===== src/rtl/timer_dev_if.sv =====
// rtl/timer_dev_if.sv - data-bus responder signals between the M-stage and the timer
interface timer_dev_if;
    logic [31:0] addr;
    logic        we;
    logic [31:0] wdata;
    logic        hit;
    logic [31:0] rdata;
    logic        irq;

    modport master (output addr, we, wdata, input hit, rdata, irq);
    modport slave  (input addr, we, wdata, output hit, rdata, irq);
endinterface


===== src/rtl/timer_dev.sv =====
// rtl/timer_dev.sv - memory-mapped countdown timer with CTRL/PRESET/COUNT registers and irq
module timer_dev #(
    parameter logic [31:0] BASE_ADDR = 32'h0000_7F00
) (
    input  logic       clk,
    input  logic       reset,
    timer_dev_if.slave bus
);
    localparam logic [1:0] S_IDLE = 2'd0;
    localparam logic [1:0] S_LOAD = 2'd1;
    localparam logic [1:0] S_CNT  = 2'd2;
    localparam logic [1:0] S_INT  = 2'd3;

    logic [3:0]  ctrl, nxt_ctrl;
    logic [31:0] preset, nxt_preset;
    logic [31:0] count, nxt_count;
    logic [1:0]  state, nxt_state;
    logic        irq_pend, nxt_pend;
    logic        irq_q;
    logic        wr_ctrl, wr_preset;
    logic        auto_reload;
    logic        unused_addr_lsb;

    assign unused_addr_lsb = &{1'b0, bus.addr[1:0]};

    assign bus.hit     = (bus.addr[31:4] == BASE_ADDR[31:4]);
    assign wr_ctrl     = bus.hit & bus.we & (bus.addr[3:2] == 2'd0);
    assign wr_preset   = bus.hit & bus.we & (bus.addr[3:2] == 2'd1);
    // MODE 1x behaves as one-shot
    assign auto_reload = (ctrl[2:1] == 2'b01);

    always_comb begin
        bus.rdata = 32'h0;
        if (bus.hit) begin
            case (bus.addr[3:2])
                2'd0:    bus.rdata = {28'h0, ctrl};
                2'd1:    bus.rdata = preset;
                2'd2:    bus.rdata = count;
                default: bus.rdata = 32'h0;
            endcase
        end
    end

    always_comb begin
        nxt_ctrl   = ctrl;
        nxt_preset = preset;
        nxt_count  = count;
        nxt_state  = state;
        nxt_pend   = irq_pend;
        case (state)
            S_IDLE: if (ctrl[0]) nxt_state = S_LOAD;
            S_LOAD: begin
                nxt_count = preset;
                nxt_state = S_CNT;
            end
            S_CNT: begin
                if (!ctrl[0]) begin
                    nxt_state = S_IDLE;
                end else if (count > 32'd1) begin
                    nxt_count = count - 32'd1;
                end else begin
                    nxt_count = 32'h0;
                    nxt_pend  = 1'b1;
                    nxt_state = S_INT;
                end
            end
            default: begin
                nxt_state = S_IDLE;
                if (auto_reload) nxt_pend    = 1'b0;
                else             nxt_ctrl[0] = 1'b0;
            end
        endcase
        // A CPU write to CTRL overrides whatever the FSM decided this edge
        if (wr_ctrl) begin
            nxt_ctrl = bus.wdata[3:0];
            nxt_pend = 1'b0;
        end
        if (wr_preset) nxt_preset = bus.wdata;
    end

    always_ff @(posedge clk or posedge reset) begin
        if (reset) begin
            ctrl     <= 4'h0;
            preset   <= 32'h0;
            count    <= 32'h0;
            state    <= S_IDLE;
            irq_pend <= 1'b0;
            irq_q    <= 1'b0;
        end else begin
            ctrl     <= nxt_ctrl;
            preset   <= nxt_preset;
            count    <= nxt_count;
            state    <= nxt_state;
            irq_pend <= nxt_pend;
            irq_q    <= nxt_pend & nxt_ctrl[3];
        end
    end

    assign bus.irq = irq_q;
endmodule

===== src/flat_wrapper.sv =====
// flat-port wrapper written by rule: the top's interface ports become plain ports
module timer_dev_flat 
#(
    parameter logic [31:0] BASE_ADDR = 32'h0000_7F00
)
  (clk, reset, bus_addr, bus_we, bus_wdata, bus_hit, bus_rdata, bus_irq);
  timer_dev_if bus_i ();
  input  logic clk;
  input  logic reset;
  input wire logic [$bits(bus_i.addr)-1:0] bus_addr;
  input wire logic [$bits(bus_i.we)-1:0] bus_we;
  input wire logic [$bits(bus_i.wdata)-1:0] bus_wdata;
  output wire logic [$bits(bus_i.hit)-1:0] bus_hit;
  output wire logic [$bits(bus_i.rdata)-1:0] bus_rdata;
  output wire logic [$bits(bus_i.irq)-1:0] bus_irq;
  assign bus_i.addr = bus_addr;
  assign bus_i.we = bus_we;
  assign bus_i.wdata = bus_wdata;
  assign bus_hit = bus_i.hit;
  assign bus_rdata = bus_i.rdata;
  assign bus_irq = bus_i.irq;
  timer_dev #(.BASE_ADDR(BASE_ADDR)) u_core (.clk(clk), .reset(reset), .bus(bus_i));
endmodule

===== config.mk =====
export PLATFORM = sky130hd
export DESIGN_NAME = timer_dev_flat
export DESIGN_NICKNAME = d
export VERILOG_FILES = /design/src/rtl/timer_dev_if.sv /design/src/rtl/timer_dev.sv /design/src/flat_wrapper.sv
export SDC_FILE = /design/constraint.sdc
export NUM_CORES = 1
export LEC_CHECK = 0
export BUFFER_PORTS_ARGS = -buffer_cell sky130_fd_sc_hd__clkbuf_2
export CORE_UTILIZATION = 58
export CTS_CLUSTER_SIZE = 16
export DETAILED_ROUTE_END_ITERATION = 8
export GPL_TIMING_DRIVEN = 0
export PLACE_DENSITY = 0.85
export SETUP_SLACK_MARGIN = 0.3
export SLEW_MARGIN = 40
export SYNTH_ARGS = -nofsm -noshare
export SYNTH_HDL_FRONTEND = slang
export SYNTH_SLANG_ARGS = --single-unit

===== constraint.sdc =====
create_clock -name clk -period 4.86 [get_ports clk]
set_input_delay 0.972 -clock clk [delete_from_list [all_inputs] [get_ports clk]]
set_output_delay 0.972 -clock clk [all_outputs]
set_load 0.02 [all_outputs]

# After elaboration in Yosys (flattened, before gate mapping)
# Cells that the tools add are included.
# W data, S select, Z words.
# totals
output_inout_bits	34
inputBits	67
elab_cells	50
regBits	72
# classes
eq_ne	11
n_reduce_logical	8
addsub	1
bitwise	4
magnitude_cmp	1
muxes	17
# ops
cell	count
$mux W32	3
$pmux W32 S3	1
$pmux W32 S2	1
$gt A32 B1 Y1 const B	1
$sub A32 B1 Y32 const B	1
$eq A28 B11 Y1 const B	1
$ne A2 B1 Y1 const B	4
$eq A2 B1 Y1 const B	3
$mux W1	6
$mux W2	3
$pmux W2 S3	1
$reduce_and A2 Y1	3
$and A1 B1 Y1	4
$eq A2 B2 Y1 const B	2
$logic_not A2 Y1	2
$mux W4	1
$ne A3 B3 Y1 const B	1
$reduce_or A3 Y1	1
$pmux W1 S2	1
$reduce_bool A2 Y1	1
$reduce_or A2 Y1	1

# Logic depth before layout (Yosys ltp)
# logic_depth
ltp_word	6
ltp_mapped	9
depth_no_buf	7

# Worst setup path before layout
# No wires, ideal clock.
# synth_path
path_kind	input to output
from	input bus_addr[2]
to	output bus_rdata[11]
slack_ns	1.395
path_buffers	3
cell_stages	6
arrival_ns	2.493
t_required_ns	3.888
path_cell_list	clkbuf_1 > nor2b_1 > clkbuf_1 > clkbuf_1 > a22oi_1 > nor2_1
# synth_via
elab_chain_cells	3
elab_cells_between_ends	5
classes_between	eq/ne (2); mux (2); reduce/logical (1)
# synth_rtl
element	line_no	rtl
from (decl)	flat_wrapper.sv:10	input wire logic [$bits(bus_i.addr)-1:0] bus_addr;
$eq A2 B2 Y1, or another cell as far along	timer_dev.sv:35	case (bus.addr[3:2])
$pmux W32 S3 (*)	timer_dev.sv:35	
$mux W32 (*)	timer_dev.sv:34	if (bus.hit) begin
to (decl)	flat_wrapper.sv:14	output wire logic [$bits(bus_i.rdata)-1:0] bus_rdata;
# Mark *: on every way between the ends. The rest lies on a longest branch, timed or not.

# Worst setup path after layout
# layout_path
from	input bus_addr[2]
to	output bus_rdata[24]
# The elaborated chain is that of the path after synthesis.

==> flow_summary.toml <==
[die]
start_util = 0.612
die_x_um = 87.4
rows = 30
fp.coreArea_mm2 = 0.00691
ios = 101
die_y_um = 87.4
die_area_mm2 = 0.00764

[worst_hold_path]
min_path_type = "reg -> reg"
worstHoldEndpoint = "u_core.ctrl[1]$_DFFE_PP0P_"
min_from = "u_core.ctrl[1]$_DFFE_PP0P_"
whs_path_depth = 1

[clock_tree]
clock_latency_ns = 0.36
clockBufferDepth = 2
htreeDepth = 3
ctsResizeCount = 0
clkSinkCount = 72
post_cts_buffers = 0
holdBufCountCts = 0
numCtsBuffers = 9
clkTransAtPathRegs_ns = 0.07
cts_tree = "yes"
cts-root-buf = "clkbuf_8"

[synth]
ys_warn_count = 0
synth_edf_count = 0
synth_area_mm2 = 0.00423
yosysTopAreaCell = "dfrtp_1"
synth-seq-cells = 72
synth_compound_area_frac = 0.216
synth_xor_area_frac = 0
synth.distinct_cells = 56
synth_nets = 514
yosys.area_share.simple = 0.203
synth_area_leaders = "dfrtp_1 (43%), mux2_2 (9.3%), a22oi_1 (7.1%)"
ys.flop_type = "dfrtp_1"
syn_inst = 445
synth_mux_area_frac = 0.107
synth_top_family_by_area = "compound AO/OA/AOI/OAI gates"
synth_top_area_frac = 0.426
avgSynthCellArea_um2 = 9.51
synth_fa_ha_area_frac = 0.00592
synthArstFlopShare = 1.00
seq_area_frac_synth = 0.426

[route]
vias_per_cell = 6.43
drt_iter0_drc = 489
route.detailed.drc = 0
wl_um = 13100
ant_nets = 0
vias = 4211
wl_per_cell_um = 20.0
firstDrtPassIters = 5

[layout]
area_delta_synth_final_pct = 19.9
antenna_cells = 0
final_layout_size_suffix_gt1_frac = 0.308
fin_nets = 623

[global_routing]
overflow = 0
antenna_found_initial = 0
track_usage = 0.360
grt_max_degree = 43
grt_pass1_wl_um = 20700
grt_pass1_vias = 3948

[worst_setup_path]
cp.arrival_ns = 2.98
path_class = "in -> out"
ff2ff_path_depth = 7
r2r-end = "u_core.count[30]$_DFFE_PP0P_"
cp_max_fo = 10
rrSetupSlack_ns = 1.76
endpoint_kind = "output pin"
cp.required_ns = 3.89
r2r-start = "u_core.count[0]$_DFFE_PP0P_"
startpoint_type = "input port"

[placement]
numPortBuffers = 97
gp_congestion = 0.959
hpwlAfterDp_um = 9440

[sta]
hold_ws_ns = 0.538
relSlewSlack = 0.420
fmax_ghz = 0.253
worst_slew_pin_slew_ns = 0.863
setup_tns_ns = 0
period_share = 0.814
rsz0062_at_grt = "no"
final_max_slew_viol_count = 0
finalCriticalPeriod_ns = 3.96
clock_skew_ns = 0.0100
setup_viol = 0
hold_viol_final = 0

[pwr]
pwr_density_cell_mw_per_mm2 = 227
p_leak_nw = 2.41
ir_worst_vdd_v = 0.000177

[status]
outcome = "complete, no violations"

[flow_run]
maxCapViolations = 0
==> layout make-up <==
class / count / area (um^2)
fill: 572 / 1840
clock inverter: 5 / 55.1
inverter: 12 / 50.0
multi-input combinational: 328 / 2250
clock buffer: 11 / 151
tap: 96 / 120
timing repair buffer: 98 / 505
buffer: 33 / 135
sequential: 72 / 1800
==> report_power, final <==
| group | switching, W | leakage [nW] | internal [W] | total (W) |
|---|---|---|---|---|
| combinational | 0.0000319 | 1.31 | 0.0000238 | 0.0000557 |
| sequential | 0.000000000185 | 1.00 | 0.000599 | 0.000599 |
| clock | 0.000236 | 0.101 | 0.000263 | 0.000499 |
| total | 0.000268 | 2.41 | 0.000886 | 0.00115 |
==> registers in the layout, summed over array words and instances (netlist names) <==
signal and flops:
u_core.state 2, u_core.count 32, u_core.irq_pend 1, u_core.bus.irq 1
u_core.ctrl 4, u_core.preset 32
==> worst max path at each step <==
stage,slack [ns],end,from
CTS,0.95,bus_rdata[26],bus_addr[2]
global placement,0.99,bus_rdata[26],bus_addr[2]
detailed placement,0.95,bus_rdata[26],bus_addr[2]
finish,0.90,bus_rdata[24],bus_addr[2]
floorplan,1.40,bus_rdata[11],bus_addr[2]
global route,0.78,bus_rdata[27],bus_addr[2]
==> cells in the final DEF (no fill, tap or decap), types with 7 or more instances in the layout <==
| cell | Yosys | layout |
|---|---|---|
| clkbuf_2 | 0 | 97 |
| dfrtp_1 | 72 | 72 |
| clkbuf_1 | 24 | 24 |
| o211ai_1 | 10 | 10 |
| a22oi_1 | 40 | 40 |
| nor4_1 | 9 | 9 |
| nor2_1 | 54 | 54 |
| nand4_1 | 8 | 8 |
| clkbuf_8 | 0 | 11 |
| a21oi_1 | 15 | 14 |
| nor3_1 | 9 | 9 |
| mux2_2 | 35 | 35 |
| nand3_1 | 14 | 14 |
| buf_2 | 9 | 9 |
| inv_1 | 12 | 11 |
| o21ai_0 | 13 | 13 |
| nand2_1 | 26 | 26 |
| or4_1 | 7 | 7 |
==> worst max-delay path, stage by stage <==
cell      delay [ns]
clkbuf_1        0.36
nor2b_1         0.23
clkbuf_1        0.43
clkbuf_1        0.47
a22oi_1         0.18
nor2_1          0.15
clkbuf_2        0.19
==> synth_stat cells (all sizes together), types with 3 or more instances <==
cell / number
nor3: 10
inv: 12
mux2i: 6
o22ai: 4
o41ai: 3
a32oi: 5
nand4: 8
a22o: 4
nor4: 9
mux2: 35
or3: 5
o211ai: 10
buf: 9
nand2b: 3
clkbuf: 24
nor3b: 3
a22oi: 40
o311ai: 4
o31ai: 4
nand3: 14
a21oi: 15
nor2: 54
nand2: 26
nor4b: 3
or4: 9
nor2b: 5
o2bb2ai: 5
o21ai: 13
dfrtp: 72
==> metrics by stage <==
stage	power [W]	util	instance area (um^2)	std cells	setup WS, ns
4_1_cts	0.00115	0.734	5070	655	0.946
2_1_floorplan	0.000631	-	4230	445	1.40
3_5_place_dp	0.000666	0.704	4860	639	0.951
5_1_grt	0.00118	0.734	5070	655	0.779
6_report	0.00115	0.734	5070	655	0.905
3_3_place_gp	0.000662	0.700	4840	638	0.988
==> cells by family (layout without fill, tap and decap cells) <==
| kind of cell | count (synthesis) | count (layout) |
|---|---|---|
| fa+ha+maj | 2 | 2 |
| buf+inv | 45 | 159 |
| compound gates | 124 | 124 |
| mux | 41 | 41 |
| flops | 72 | 72 |
| simple gates | 161 | 161 |
==> layer usage <==
metal  part of all wire  track usage  vias to the layer above
li1                   -            -                     1913
met1               0.42        0.494                     2013
met2               0.47        0.559                      252
met3              0.084       0.0654                       33
met4              0.024        0.156                        0
met5                  0            0                        -
Note: power is estimated with default switching activity, not from simulation.
